--- config.mk ---
export PLATFORM = sky130hd
export DESIGN_NAME = stream_wrr_scheduler_4ports_flat
export DESIGN_NICKNAME = d
export VERILOG_FILES = /design/src/rtl/stream_wrr_scheduler_4ports_if.sv /design/src/rtl/stream_wrr_scheduler_4ports.sv /design/src/flat_wrapper.sv
export SDC_FILE = /design/constraint.sdc
export NUM_CORES = 1
export LEC_CHECK = 0
export BUFFER_PORTS_ARGS = -buffer_cell sky130_fd_sc_hd__clkbuf_2
export CAP_MARGIN = 40
export CORE_MARGIN = 5
export CORE_UTILIZATION = 45
export DETAILED_ROUTE_END_ITERATION = 10
export PLACE_DENSITY_LB_ADDON = 0.2
export SLEW_MARGIN = 20
export SYNTH_ARGS = -nofsm -noshare
export SYNTH_HDL_FRONTEND = slang
export SYNTH_SLANG_ARGS = --single-unit
export TNS_END_PERCENT = 50
--- constraint.sdc ---
create_clock -name clk -period 4.4 [get_ports clk]
set_clock_uncertainty 0.2 [all_clocks]
set_input_delay 0.88 -clock clk [delete_from_list [all_inputs] [get_ports clk]]
set_output_delay 0.88 -clock clk [all_outputs]
set_load 0.03 [all_outputs]
--- src/rtl/stream_wrr_scheduler_4ports_if.sv ---
// 8-bit stb/ack/last stream link: the master drives beats, the slave returns ack.
interface stream_wrr_scheduler_4ports_if;
  logic       stb;
  logic       ack;
  logic [7:0] d;
  logic       last;

  modport master (output stb, output d, output last, input ack);
  modport slave  (input stb, input d, input last, output ack);
endinterface

--- src/rtl/stream_wrr_scheduler_4ports.sv ---
// Packet-atomic weighted round-robin mux of four 8-bit packet streams onto one sink,
// with per-port enable, per-port packet credit and a mid-packet stall watchdog.
module stream_wrr_scheduler_4ports #(
  parameter int unsigned STALL_TIMEOUT = 256,
  parameter int unsigned TW            = 16
) (
  input  logic                          clk,
  input  logic                          rst_n,
  input  logic [3:0]                    port_en,
  input  logic [15:0]                   weight,
  stream_wrr_scheduler_4ports_if.slave  sink0,
  stream_wrr_scheduler_4ports_if.slave  sink1,
  stream_wrr_scheduler_4ports_if.slave  sink2,
  stream_wrr_scheduler_4ports_if.slave  sink3,
  stream_wrr_scheduler_4ports_if.master source,
  output logic                          grant_valid,
  output logic [1:0]                    grant_id,
  output logic                          pkt_done,
  output logic                          abort
);
  localparam logic [0:0]    ST_IDLE     = 1'b0;
  localparam logic [0:0]    ST_BUSY     = 1'b1;
  localparam bit            WD_ON       = (STALL_TIMEOUT != 0);
  localparam logic [TW-1:0] STALL_LIMIT = TW'(STALL_TIMEOUT - 1);

  logic [0:0]    state_r;
  logic [1:0]    grant_id_r;
  logic [3:0]    credit_r;
  logic [TW-1:0] stall_cnt_r;
  logic          pkt_done_r;
  logic          abort_r;

  logic [3:0] stb_s, last_s, elig_s, ack_s;
  logic [7:0] d_s [4];
  logic       busy_s, cur_stb_s, cur_last_s, last_xfer_s;
  logic [7:0] cur_d_s;
  logic       pick_found_s, pick_load_s;
  logic [1:0] pick_id_s, cand_s;
  logic [3:0] pick_w_s, load_credit_s;

  assign stb_s  = {sink3.stb, sink2.stb, sink1.stb, sink0.stb};
  assign last_s = {sink3.last, sink2.last, sink1.last, sink0.last};
  assign d_s[0] = sink0.d;
  assign d_s[1] = sink1.d;
  assign d_s[2] = sink2.d;
  assign d_s[3] = sink3.d;
  assign sink0.ack = ack_s[0];
  assign sink1.ack = ack_s[1];
  assign sink2.ack = ack_s[2];
  assign sink3.ack = ack_s[3];

  assign busy_s      = (state_r == ST_BUSY);
  assign cur_stb_s   = stb_s[grant_id_r];
  assign cur_last_s  = last_s[grant_id_r];
  assign cur_d_s     = d_s[grant_id_r];
  assign last_xfer_s = busy_s & cur_stb_s & source.ack & cur_last_s;

  assign grant_valid = busy_s;
  assign grant_id    = grant_id_r;
  assign pkt_done    = pkt_done_r;
  assign abort       = abort_r;

  // Output path: granted port is wired straight through while a packet is open
  always_comb begin
    ack_s        = 4'b0000;
    source.stb   = 1'b0;
    source.d     = 8'h00;
    source.last  = 1'b0;
    if (busy_s) begin
      source.stb         = cur_stb_s;
      source.d           = cur_d_s;
      source.last        = cur_last_s;
      ack_s[grant_id_r]  = source.ack;
    end else begin
      ack_s = 4'b0000;
    end
  end

  // Arbitration: keep the current port while it has credit, else rotate from grant_id+1.
  // Scanning offsets 4..1 with last-match-wins leaves the nearest eligible port selected.
  always_comb begin
    elig_s       = stb_s & port_en;
    pick_found_s = 1'b0;
    pick_load_s  = 1'b0;
    pick_id_s    = grant_id_r;
    cand_s       = grant_id_r;
    if ((credit_r != 4'd0) && elig_s[grant_id_r]) begin
      pick_found_s = 1'b1;
    end else begin
      for (int k = 4; k >= 1; k--) begin
        cand_s       = grant_id_r + 2'(k);
        pick_id_s    = elig_s[cand_s] ? cand_s : pick_id_s;
        pick_found_s = pick_found_s | elig_s[cand_s];
      end
      pick_load_s = pick_found_s;
    end
    pick_w_s      = weight[{pick_id_s, 2'b00} +: 4];
    load_credit_s = (pick_w_s == 4'd0) ? 4'd1 : pick_w_s;
  end

  // Scheduler state, credit, watchdog and event pulses
  always_ff @(posedge clk or negedge rst_n) begin
    if (!rst_n) begin
      state_r     <= ST_IDLE;
      grant_id_r  <= 2'd3;
      credit_r    <= 4'd0;
      stall_cnt_r <= '0;
      pkt_done_r  <= 1'b0;
      abort_r     <= 1'b0;
    end else begin
      pkt_done_r <= 1'b0;
      abort_r    <= 1'b0;
      case (state_r)
        ST_IDLE: begin
          stall_cnt_r <= '0;
          if (pick_found_s) begin
            state_r    <= ST_BUSY;
            grant_id_r <= pick_id_s;
            credit_r   <= pick_load_s ? load_credit_s : credit_r;
          end else begin
            state_r <= ST_IDLE;
          end
        end
        ST_BUSY: begin
          if (last_xfer_s) begin
            state_r     <= ST_IDLE;
            pkt_done_r  <= 1'b1;
            stall_cnt_r <= '0;
            credit_r    <= (port_en[grant_id_r] && (credit_r != 4'd0)) ? (credit_r - 4'd1) : 4'd0;
          end else if (cur_stb_s) begin
            // a presented beat (accepted or backpressured) proves the source is alive
            stall_cnt_r <= '0;
            credit_r    <= port_en[grant_id_r] ? credit_r : 4'd0;
          end else if (WD_ON && (stall_cnt_r == STALL_LIMIT)) begin
            state_r     <= ST_IDLE;
            abort_r     <= 1'b1;
            credit_r    <= 4'd0;
            stall_cnt_r <= '0;
          end else begin
            stall_cnt_r <= stall_cnt_r + TW'(1);
            credit_r    <= port_en[grant_id_r] ? credit_r : 4'd0;
          end
        end
        default: begin
          state_r <= ST_IDLE;
        end
      endcase
    end
  end
endmodule
--- src/flat_wrapper.sv ---
// flat-port wrapper written by rule: the top's interface ports become plain ports
module stream_wrr_scheduler_4ports_flat 
#(
  parameter int unsigned STALL_TIMEOUT = 256,
  parameter int unsigned TW            = 16
)
  (clk, rst_n, port_en, weight, grant_valid, grant_id, pkt_done, abort, sink0_stb, sink0_d, sink0_last, sink0_ack, sink1_stb, sink1_d, sink1_last, sink1_ack, sink2_stb, sink2_d, sink2_last, sink2_ack, sink3_stb, sink3_d, sink3_last, sink3_ack, source_stb, source_d, source_last, source_ack);
  stream_wrr_scheduler_4ports_if sink0_i ();
  stream_wrr_scheduler_4ports_if sink1_i ();
  stream_wrr_scheduler_4ports_if sink2_i ();
  stream_wrr_scheduler_4ports_if sink3_i ();
  stream_wrr_scheduler_4ports_if source_i ();
  input  logic clk;
  input  logic rst_n;
  input  logic [3:0] port_en;
  input  logic [15:0] weight;
  output logic grant_valid;
  output logic [1:0] grant_id;
  output logic pkt_done;
  output logic abort;
  input wire logic [$bits(sink0_i.stb)-1:0] sink0_stb;
  input wire logic [$bits(sink0_i.d)-1:0] sink0_d;
  input wire logic [$bits(sink0_i.last)-1:0] sink0_last;
  output wire logic [$bits(sink0_i.ack)-1:0] sink0_ack;
  input wire logic [$bits(sink1_i.stb)-1:0] sink1_stb;
  input wire logic [$bits(sink1_i.d)-1:0] sink1_d;
  input wire logic [$bits(sink1_i.last)-1:0] sink1_last;
  output wire logic [$bits(sink1_i.ack)-1:0] sink1_ack;
  input wire logic [$bits(sink2_i.stb)-1:0] sink2_stb;
  input wire logic [$bits(sink2_i.d)-1:0] sink2_d;
  input wire logic [$bits(sink2_i.last)-1:0] sink2_last;
  output wire logic [$bits(sink2_i.ack)-1:0] sink2_ack;
  input wire logic [$bits(sink3_i.stb)-1:0] sink3_stb;
  input wire logic [$bits(sink3_i.d)-1:0] sink3_d;
  input wire logic [$bits(sink3_i.last)-1:0] sink3_last;
  output wire logic [$bits(sink3_i.ack)-1:0] sink3_ack;
  output wire logic [$bits(source_i.stb)-1:0] source_stb;
  output wire logic [$bits(source_i.d)-1:0] source_d;
  output wire logic [$bits(source_i.last)-1:0] source_last;
  input wire logic [$bits(source_i.ack)-1:0] source_ack;
  assign sink0_i.stb = sink0_stb;
  assign sink0_i.d = sink0_d;
  assign sink0_i.last = sink0_last;
  assign sink0_ack = sink0_i.ack;
  assign sink1_i.stb = sink1_stb;
  assign sink1_i.d = sink1_d;
  assign sink1_i.last = sink1_last;
  assign sink1_ack = sink1_i.ack;
  assign sink2_i.stb = sink2_stb;
  assign sink2_i.d = sink2_d;
  assign sink2_i.last = sink2_last;
  assign sink2_ack = sink2_i.ack;
  assign sink3_i.stb = sink3_stb;
  assign sink3_i.d = sink3_d;
  assign sink3_i.last = sink3_last;
  assign sink3_ack = sink3_i.ack;
  assign source_stb = source_i.stb;
  assign source_d = source_i.d;
  assign source_last = source_i.last;
  assign source_i.ack = source_ack;
  stream_wrr_scheduler_4ports #(.STALL_TIMEOUT(STALL_TIMEOUT), .TW(TW)) u_core (.clk(clk), .rst_n(rst_n), .port_en(port_en), .weight(weight), .sink0(sink0_i), .sink1(sink1_i), .sink2(sink2_i), .sink3(sink3_i), .source(source_i), .grant_valid(grant_valid), .grant_id(grant_id), .pkt_done(pkt_done), .abort(abort));
endmodule
---- Word level (Yosys, flattened, before mapping) ----
Cells that the tools add are included.
Widths: inputs -> output; s select.
word-level totals
  memory bits (read-only) ................. 0
  memory bits (writable) .................. 0
  memories ................................ 0
  bits in latches ......................... 0
  output and inout port bits .............. 19
  word-level logic and storage cells ...... 91
  register bits after elaboration ......... 25
cells by class
  shifts and indexed selects .............. 1
  divide/modulo/power cells ............... 0
  bitwise gates (word level) .............. 10
  add/subtract/negate cells ............... 5
  multipliers ............................. 0
  $lt $le $gt $ge ......................... 6
  reductions and logical operators ........ 7
  muxes and demuxes ....................... 53
  equal/unequal tests ..................... 3
operators by type and width
  kind                   count
  $mux 16                3
  $mux 4                 9
  $pmux 16 s2            1
  $mux 8                 3
  $mux 1                 22
  $add 16x1->16 const B  1
  $bmux 8 s2             1
  $eq 16x8->1 const B    1
  $shiftx 16x5->4        1
  $bmux 1 s2             7
  $lt 2x3->1 const B     4
  $and 4x4->4            2
  $mux 2                 4
  $pmux 4 s2             1
  $add 2x2->2 const B    2
  $logic_not 4->1        1
  $ne 2x1->1 const B     2
  $reduce_and 2->1       2
  $reduce_bool 4->1      1
  $sub 4x1->4 const B    1
  $and 1x1->1            3
  $ge 3x3->1 const B     1
  $logic_and 1x1->1      3
  $not 2->3              1
  6 further kinds        8

---- Logic depth before layout (Yosys ltp) ----
Gate-level depths: netlist of the first run.
  word-level depth ........................ 13
  gate-level depth with buffers ........... 9
  gate-level depth less buffers ........... 9

---- Least setup slack after synthesis of the first run ----
OpenSTA, ideal clock, no wires.
  kind .................................... register -> register
  start point ............................. register u_core.grant_id_r[1], in the netlist u_core.grant_id[1]
  end point ............................... register u_core.credit_r[0]
  cell stages (with the launch flop) ...... 10
  buffers on the path ..................... 1
  setup time .............................. 0.082 ns
  data arrival time ....................... 3.353 ns
  period minus slack after synthesis ...... 3.635 ns
  slack ................................... 0.765 ns
  cells stage by stage .................... dfstp_2 -> buf_4 -> inv_2 -> ha_1 -> mux4_2 -> a221oi_1 -> a2bb2oi_2 -> mux4_2 -> or3_1 -> a31oi_1
between the ends
  word-level cells in the longest chain between the ends .. 13
  elaborated cells on any way between the ends .. 45
  classes of those cells .................. add/sub (3); eq/ne (2); shift (1); mux (29); bitwise (6); reduce/logical (4)
ends and longest elaborated chain
  item                          line                                                                  RTL
  start: declaration            stream_wrr_scheduler_4ports.sv:27                                     logic [1:0] grant_id_r;
  start signal: assignment      stream_wrr_scheduler_4ports.sv:118                                    grant_id_r <= pick_id_s;
  $add 2x2->2                   stream_wrr_scheduler_4ports.sv:91                                     cand_s = grant_id_r + 2'(k);
  $bmux 1 s2                    stream_wrr_scheduler_4ports.sv:92, stream_wrr_scheduler_4ports.sv:93
  $mux 1 (implied by the code)  stream_wrr_scheduler_4ports.sv:92, stream_wrr_scheduler_4ports.sv:93
  $mux 2 (3 in a row)           stream_wrr_scheduler_4ports.sv:92                                     pick_id_s = elig_s[cand_s] ? cand_s : pick_id_s;
  $mux 2                        stream_wrr_scheduler_4ports.sv:87                                     if ((credit_r != 4'd0) && elig_s[grant_id_r]) begin
  $shiftx 16x5->4               stream_wrr_scheduler_4ports.sv:97                                     pick_w_s = weight[{pick_id_s, 2'b00} +: 4];
  $logic_not 4->1               stream_wrr_scheduler_4ports.sv:98                                     load_credit_s = (pick_w_s == 4'd0) ? 4'd1 : pick_w_s;
  $mux 4                        stream_wrr_scheduler_4ports.sv:98
  $mux 4                        stream_wrr_scheduler_4ports.sv:119                                    credit_r <= pick_load_s ? load_credit_s : credit_r;
  $mux 4                        stream_wrr_scheduler_4ports.sv:116                                    if (pick_found_s) begin
  $pmux 4 s2                    stream_wrr_scheduler_4ports.sv:113                                    case (state_r)
  end signal: assignment        stream_wrr_scheduler_4ports.sv:119
  end signal: assignment        stream_wrr_scheduler_4ports.sv:129                                    credit_r <= (port_en[grant_id_r] && (credit_r != 4'd0)) ? (credit_r - 4'd1) : 4'd0;
  end signal: assignment        stream_wrr_scheduler_4ports.sv:133                                    credit_r <= port_en[grant_id_r] ? credit_r : 4'd0;
  end: declaration              stream_wrr_scheduler_4ports.sv:28                                     logic [3:0] credit_r;
Several ways; a longest one is shown, not always the timed one. The select of a mux whose other input is x is not followed.
A chain may end at the register's enable or synchronous reset.

---- Worst setup path in the final report of the first run ----
  start point ............................. register u_core.grant_id_r[0], in the netlist u_core.grant_id[0]
  end point ............................... register u_core.credit_r[0]
Same word-level chain as after synthesis.

==> results of run 1 <==
## final cells by class
| class | count | area (um^2) |
|---|---|---|
| clock buffers | 4 | 45.0 |
| fillers | 394 | 1840 |
| inverters | 5 | 18.8 |
| multi-input cells | 155 | 1300 |
| flip-flops and latches | 25 | 628 |
| well taps | 52 | 65.1 |
| repair buffers | 84 | 428 |
## through the flow
step | total power, mW | hold WS, ns
6_report | 1.34 | 0.290
5_1_grt | 1.44 | 0.315
4_1_cts | 1.35 | 0.293
3_5_place_dp | 1.22 | 0.282
3_3_place_gp | 1.21 | 0.280
2_1_floorplan | 1.01 | 0.255
## synth_stat cells, types with 2 or more instances
cell type | n | area (um^2)
mux2i_1 | 3 | 30.0
buf_4 | 2 | 15.0
nand3_1 | 10 | 50.1
or3_1 | 2 | 12.5
nor3_1 | 2 | 10.0
mux4_1 | 3 | 78.8
nand4_1 | 2 | 12.5
and4_1 | 3 | 26.3
ha_1 | 7 | 87.6
nor2_1 | 22 | 82.6
xor2_1 | 8 | 70.1
o2bb2ai_1 | 2 | 17.5
inv_1 | 4 | 15.0
xnor2_1 | 5 | 43.8
nor4_1 | 2 | 12.5
clkbuf_1 | 2 | 7.51
o21ai_0 | 6 | 30.0
mux4_2 | 13 | 293
nand2_1 | 15 | 56.3
a221o_1 | 2 | 20.0
nor3b_1 | 3 | 22.5
dfrtp_1 | 23 | 576
and2_1 | 14 | 87.6
and3_1 | 6 | 37.5
a31oi_1 | 2 | 12.5
nand2b_1 | 2 | 12.5
a21oi_1 | 5 | 25.0
nand4b_1 | 2 | 17.5
dfstp_2 | 2 | 52.6
## cell families after synthesis
| family | count (synthesis) | synth area share, % |
|---|---|---|
| AO/OA/AOI/OAI | 29 | 11.9 |
| XOR/XNOR | 13 | 5.72 |
| adder cells (fa/ha/maj) | 7 | 4.40 |
| buffers and inverters | 12 | 3.08 |
| flip-flops | 25 | 31.5 |
| multiplexers | 20 | 20.7 |
| AND/OR/NAND/NOR | 86 | 22.7 |
## report_power, final
| part | total (mW) | switching (mW) | internal [mW] |
|---|---|---|---|
| sequential | 0.319 | 0.0461 | 0.272 |
| combinational | 0.889 | 0.511 | 0.378 |
| clock | 0.134 | 0.0689 | 0.0647 |
## critical path: stages, from the launching register on
cell       delay, ns
dfstp_2         0.54
inv_1           0.11
ha_1            0.38
mux4_2          0.56
a221oi_1        0.38
a2bb2oi_2       0.30
mux4_2          0.56
or3_1           0.38
a31oi_1         0.16
## metal layers
| metal | part of all wire (%) | track usage, % | vias to the layer above |
|---|---|---|---|
| met3 | 4.2 | 3.07 | 4 |
| met1 | 43 | 21.0 | 871 |
| met4 | 0.99 | 4.20 | 0 |
| li1 | - | - | 883 |
| met2 | 51 | 27.2 | 50 |
| met5 | 0 | 0 | - |
## state kept, by name, summed over array words and instances (netlist names)
signal,flops
u_core.stall_cnt_r,16
u_core.abort,1
u_core.grant_valid,1
u_core.pkt_done,1
u_core.credit_r,4
u_core.grant_id,2
## worst paths after layout
| check | endpoint | slack, ns | cells past startpoint |
|---|---|---|---|
| worst min-delay path | u_core.stall_cnt_r[0] | 0.29 | 1 |
| worst max-delay path | u_core.credit_r[0] | 0.76 | 8 |
| min in group asynchronous | u_core.stall_cnt_r[8] | 0.40 | 1 |
| worst min register to register | u_core.stall_cnt_r[0] | 0.29 | 1 |
| worst max register to register | u_core.credit_r[0] | 0.76 | 8 |
| max in group asynchronous | u_core.stall_cnt_r[3] | 3.20 | 1 |
==> out/results.ini, run 1 <==
[timing]
fin_crit_ns=3.64
min_period_over_period_pct=82.7
slew_violations=0
finalHoldViolCount=0
setup_ws_ns=0.760
fin_setup_tns_ns=0
rsz0062_at_grt=no
relSlewSlack_pct=59.4
fmaxAchievable_ghz=0.275
worst_pin_slew_ns=0.609
finalSetupViolations=0

[finish]
design_area_um2=2490
diodes=0
final_common_cell=clkbuf_2
drive_above_1_share_pct=39.9
layoutNonFillerInstCount=325
fin_nets=344
layout_common_cells=clkbuf_2 (81), dfrtp_1 (23), nor2_1 (22)
post-route-util_pct=57.5
syn2layout_area_growth_pct=24.9

[power_and_ir_drop]
leakagePower_nw=1.18
power_density_nw_per_um2=539
peakVddDrop_v=0.000314

[synthesis]
syn-cell-area_um2=1990
synth.yosys.seq_area_share_pct=31.5
ys.flop_type=dfrtp_1
synthDistinctLibCells=47
synth_edf_count=0
syn_avg_cell_area_um2=10.4
netlist_instances=192
syn_nets=262
postSynth.asyncResetShare_pct=100
yosysWarnings=0
ys_ff_latch=25

[setup_path]
worstSetupPathType=flip-flop to flip-flop
path_max_fanout=5
crit_start=u_core.grant_id[0]
arrival_ns=3.63
endpoint_kind=flip-flop
r2r-start=u_core.grant_id[0]
cp-start-kind=flip-flop
required_ns=4.39

[place]
place_area_um2=2440
dp_cells=321
dp_hpwl_um=3910
io_buffers=81
gp_congestion=0.913
pre_cts_slack_ns=0.702

[cts]
cts_resized=0
clkSinkCount=25
h-tree-depth=1
clk_pin_slew_ns=0.08
insertion_delay_ns=0.26
postCtsSetupRepairBufs=0
numCtsBuffers=3
cts_buffer_depth=2
clockRootBuffer=clkbuf_8
cts_tree=built
ctsHoldBuffers=0

[hold_path]
hold_path.class=flip-flop to flip-flop
hold_path_startpoint=u_core.stall_cnt_r[0]

[route]
routed_wl_um=4840
wl_per_cell_um=14.9
vias_per_cell=5.56
first_pass_iters=4
drc=0
drt_iter0_drc=111
ant_nets=0
num_vias=1808

[floorplan]
start_util_pct=46.1
chipWidth_um=76.5
core_um2=4320
boundaryPins=82
die_h_um=76.5
die_area_um2=5860
placementRows=24

[global_routing]
gr-total-overflow=0
first_global_vias=1796
grt_max_degree=26
antenna_found_initial=0
grt_pass1_wl_um=7980
grt.total_usage_pct=16.1

[flow_run]
maxCapViolations=0

[run_status]
status=complete, no violations

Power figures use the tool's default switching activity.
==> run 2, diff against run 1 <==
==> constraint.sdc (replaced) <==
create_clock -name clk -period 3.7 [get_ports clk]
set_clock_uncertainty 0.2 [all_clocks]
set_input_delay 0.74 -clock clk [delete_from_list [all_inputs] [get_ports clk]]
set_output_delay 0.74 -clock clk [all_outputs]
set_load 0.03 [all_outputs]
==> run 2 against run 1 <==
Net effect: register-to-register slack got worse by 0.56 ns; non-clock buffer count increased by 1; die area unchanged; hold slack got worse by 0.023 ns; sequential power increased by 18%; core utilization increased by 0.17 points; fmax increased by 4.0%; first-iteration DRC count decreased by 1.8%; global-route usage increased by 0.35 points; setup slack got worse by 0.56 ns; design area increased by 0.30%; highest routed layer unchanged.
==> out/results.ini, run 2 (synthesis gave the netlist of run 1 again) <==
[run_status]
status=complete, no violations

[setup_path]
path_cells=inv_2, ha_1, mux4_2, a221oi_1, a2bb2oi_2, mux4_2, or3_1, a31oi_1
worst_path_most_repeated_cell=mux4_2
cp-start-kind=flip-flop
slowest_delay_ns=0.56  ; about the same
critPathSlowestCell=mux4_2
endpoint_kind=flip-flop
path_max_fanout=5  ; unchanged
worstSetupPathType=flip-flop to flip-flop
ff2ff_path_depth=8  ; unchanged
arrival_ns=3.48  ; -0.15 ns
r2r_setup_slack_ns=0.20  ; -0.56 ns
r2r-end=u_core.credit_r[0]
r2r-start=u_core.grant_id[1]
required_ns=3.69  ; -0.70 ns

[global_routing]
first_global_vias=1817  ; +1.2%
grt_pass1_wl_um=8230  ; +3.1%
gr-total-overflow=0  ; unchanged
grt_max_degree=26  ; unchanged
antenna_found_initial=0  ; unchanged
grt.total_usage_pct=16.4  ; +0.35 points

[place]
io_buffers=81  ; unchanged
dp_cells=322  ; +0.31%
dp_hpwl_um=4010  ; +2.6%
gp_congestion=0.841  ; -7.9%
place_area_um2=2450  ; +0.31%

[power_and_ir_drop]
p_total_mw=1.60  ; +19%
peakVddDrop_v=0.000382  ; +22%
leakagePower_nw=1.18  ; +0.39%
power_density_nw_per_um2=642  ; +19%

[finish]
layout_common_cells=clkbuf_2 (81), dfrtp_1 (23), nor2_1 (22)
final_common_cell=clkbuf_2
fin_nets=345  ; +0.29%
largest_reg_flops=16  ; unchanged
design_area_um2=2490  ; +0.30%
layoutNonFillerInstCount=326  ; +0.31%
drive_above_1_share_pct=40.1  ; +0.22 points
syn2layout_area_growth_pct=25.3
largest_register=u_core.stall_cnt_r
diodes=0  ; unchanged

[route]
num_vias=1843  ; +1.9%
routed_wl_um=4900  ; +1.2%
drt_iter0_drc=109  ; -1.8%
ant_nets=0  ; unchanged
vias_per_cell=5.65  ; +1.6%
first_pass_iters=4  ; unchanged
wl_per_cell_um=15.0  ; +0.89%
drc=0  ; unchanged

[floorplan]
placementRows=24  ; unchanged
boundaryPins=82  ; unchanged
core_um2=4320  ; unchanged
die_h_um=76.5  ; unchanged
chipWidth_um=76.5  ; unchanged
start_util_pct=46.1  ; unchanged
die_area_um2=5860  ; unchanged

[cts]
cts_resized=0  ; unchanged
clk_pin_slew_ns=0.08  ; about the same
clockRootBuffer=clkbuf_8
h-tree-depth=1  ; unchanged
ctsHoldBuffers=0  ; unchanged
cts_tree=built
insertion_delay_ns=0.26  ; about the same
cts_buffer_depth=2  ; unchanged
postCtsSetupRepairBufs=0  ; unchanged
numCtsBuffers=3  ; unchanged
clkSinkCount=25  ; unchanged

[timing]
min_period_over_period_pct=94.6  ; +12 points
relSlewSlack_pct=59.0  ; -0.37 points
slew_violations=0  ; unchanged
fmaxAchievable_ghz=0.286  ; +4.0%
finalSetupViolations=0  ; unchanged
rsz0062_at_grt=no
finalHoldViolCount=0  ; unchanged
fin_setup_tns_ns=0  ; unchanged
worst_pin_slew_ns=0.614  ; +0.00554 ns
fin_crit_ns=3.50  ; -0.141 ns

[hold_path]
hold_path.class=input pin to async pin

[flow_run]
maxCapViolations=0  ; unchanged

run 2: changes by cell type in the layout (fill, tap and decap cells not counted):
| cell | change |
|---|---|
| buf_4 | +1 |
run 2: report_power, final:
part	switching (mW)	total [mW]	leakage, nW	internal, mW
logic	0.611	1.07	0.823	0.457
clock network	0.0796	0.156	0.0228	0.0768
registers	0.0538	0.378	0.334	0.324
total	0.744	1.60	1.18	0.858
run 2: through the flow:
step / setup slack, ns / util, % / hold slack [ns]
floorplan: 0.0648 / - / 0.244
global placement: 0.208 / 56.7 / 0.278
detailed placement: 0.173 / 56.7 / 0.279
CTS: 0.194 / 57.7 / 0.287
global route: 0.0704 / 57.7 / 0.316
finish: 0.202 / 57.7 / 0.268
run 2: worst max-delay path, delay by kind of cell, from the launching register on:
family,cells,cell delay [ns]
mux,2,1.12
compound gates,3,0.79
flops,1,0.54
simple gates,1,0.37
fa+ha+maj,1,0.34
buf+inv,1,0.06
run 2: how the worst max path moves through the flow:
stage / start / to / cells after the start / slack [ns]
3_5_place_dp: port_en[3] / u_core.credit_r[0] / 8 / 0.17
6_report: u_core.grant_id[1] / u_core.credit_r[0] / 8 / 0.20
3_3_place_gp: sink3_stb / u_core.credit_r[0] / 8 / 0.21
5_1_grt: u_core.grant_id[1] / u_core.credit_r[0] / 8 / 0.07
4_1_cts: u_core.grant_id[1] / u_core.credit_r[0] / 8 / 0.19
2_1_floorplan: u_core.grant_id[1] / u_core.credit_r[0] / 9 / 0.06
run 2: final cells by class:
| type | count | area (um^2) |
|---|---|---|
| tap | 52 | 65.1 |
| fill | 409 | 1830 |
| timing repair buffer | 85 | 435 |
| sequential | 25 | 628 |
| clock buffer | 4 | 45.0 |
| multi-input combinational | 155 | 1300 |
| inverter | 5 | 18.8 |
run 2: routing by layer:
layer / track usage [%] / part of all wire (%) / vias up
met5: 0 / 0 / -
met4: 3.85 / 1.0 / 0
met3: 3.55 / 4.4 / 8
met2: 28.9 / 52 / 47
met1: 20.4 / 42 / 895
li1: - / - / 893
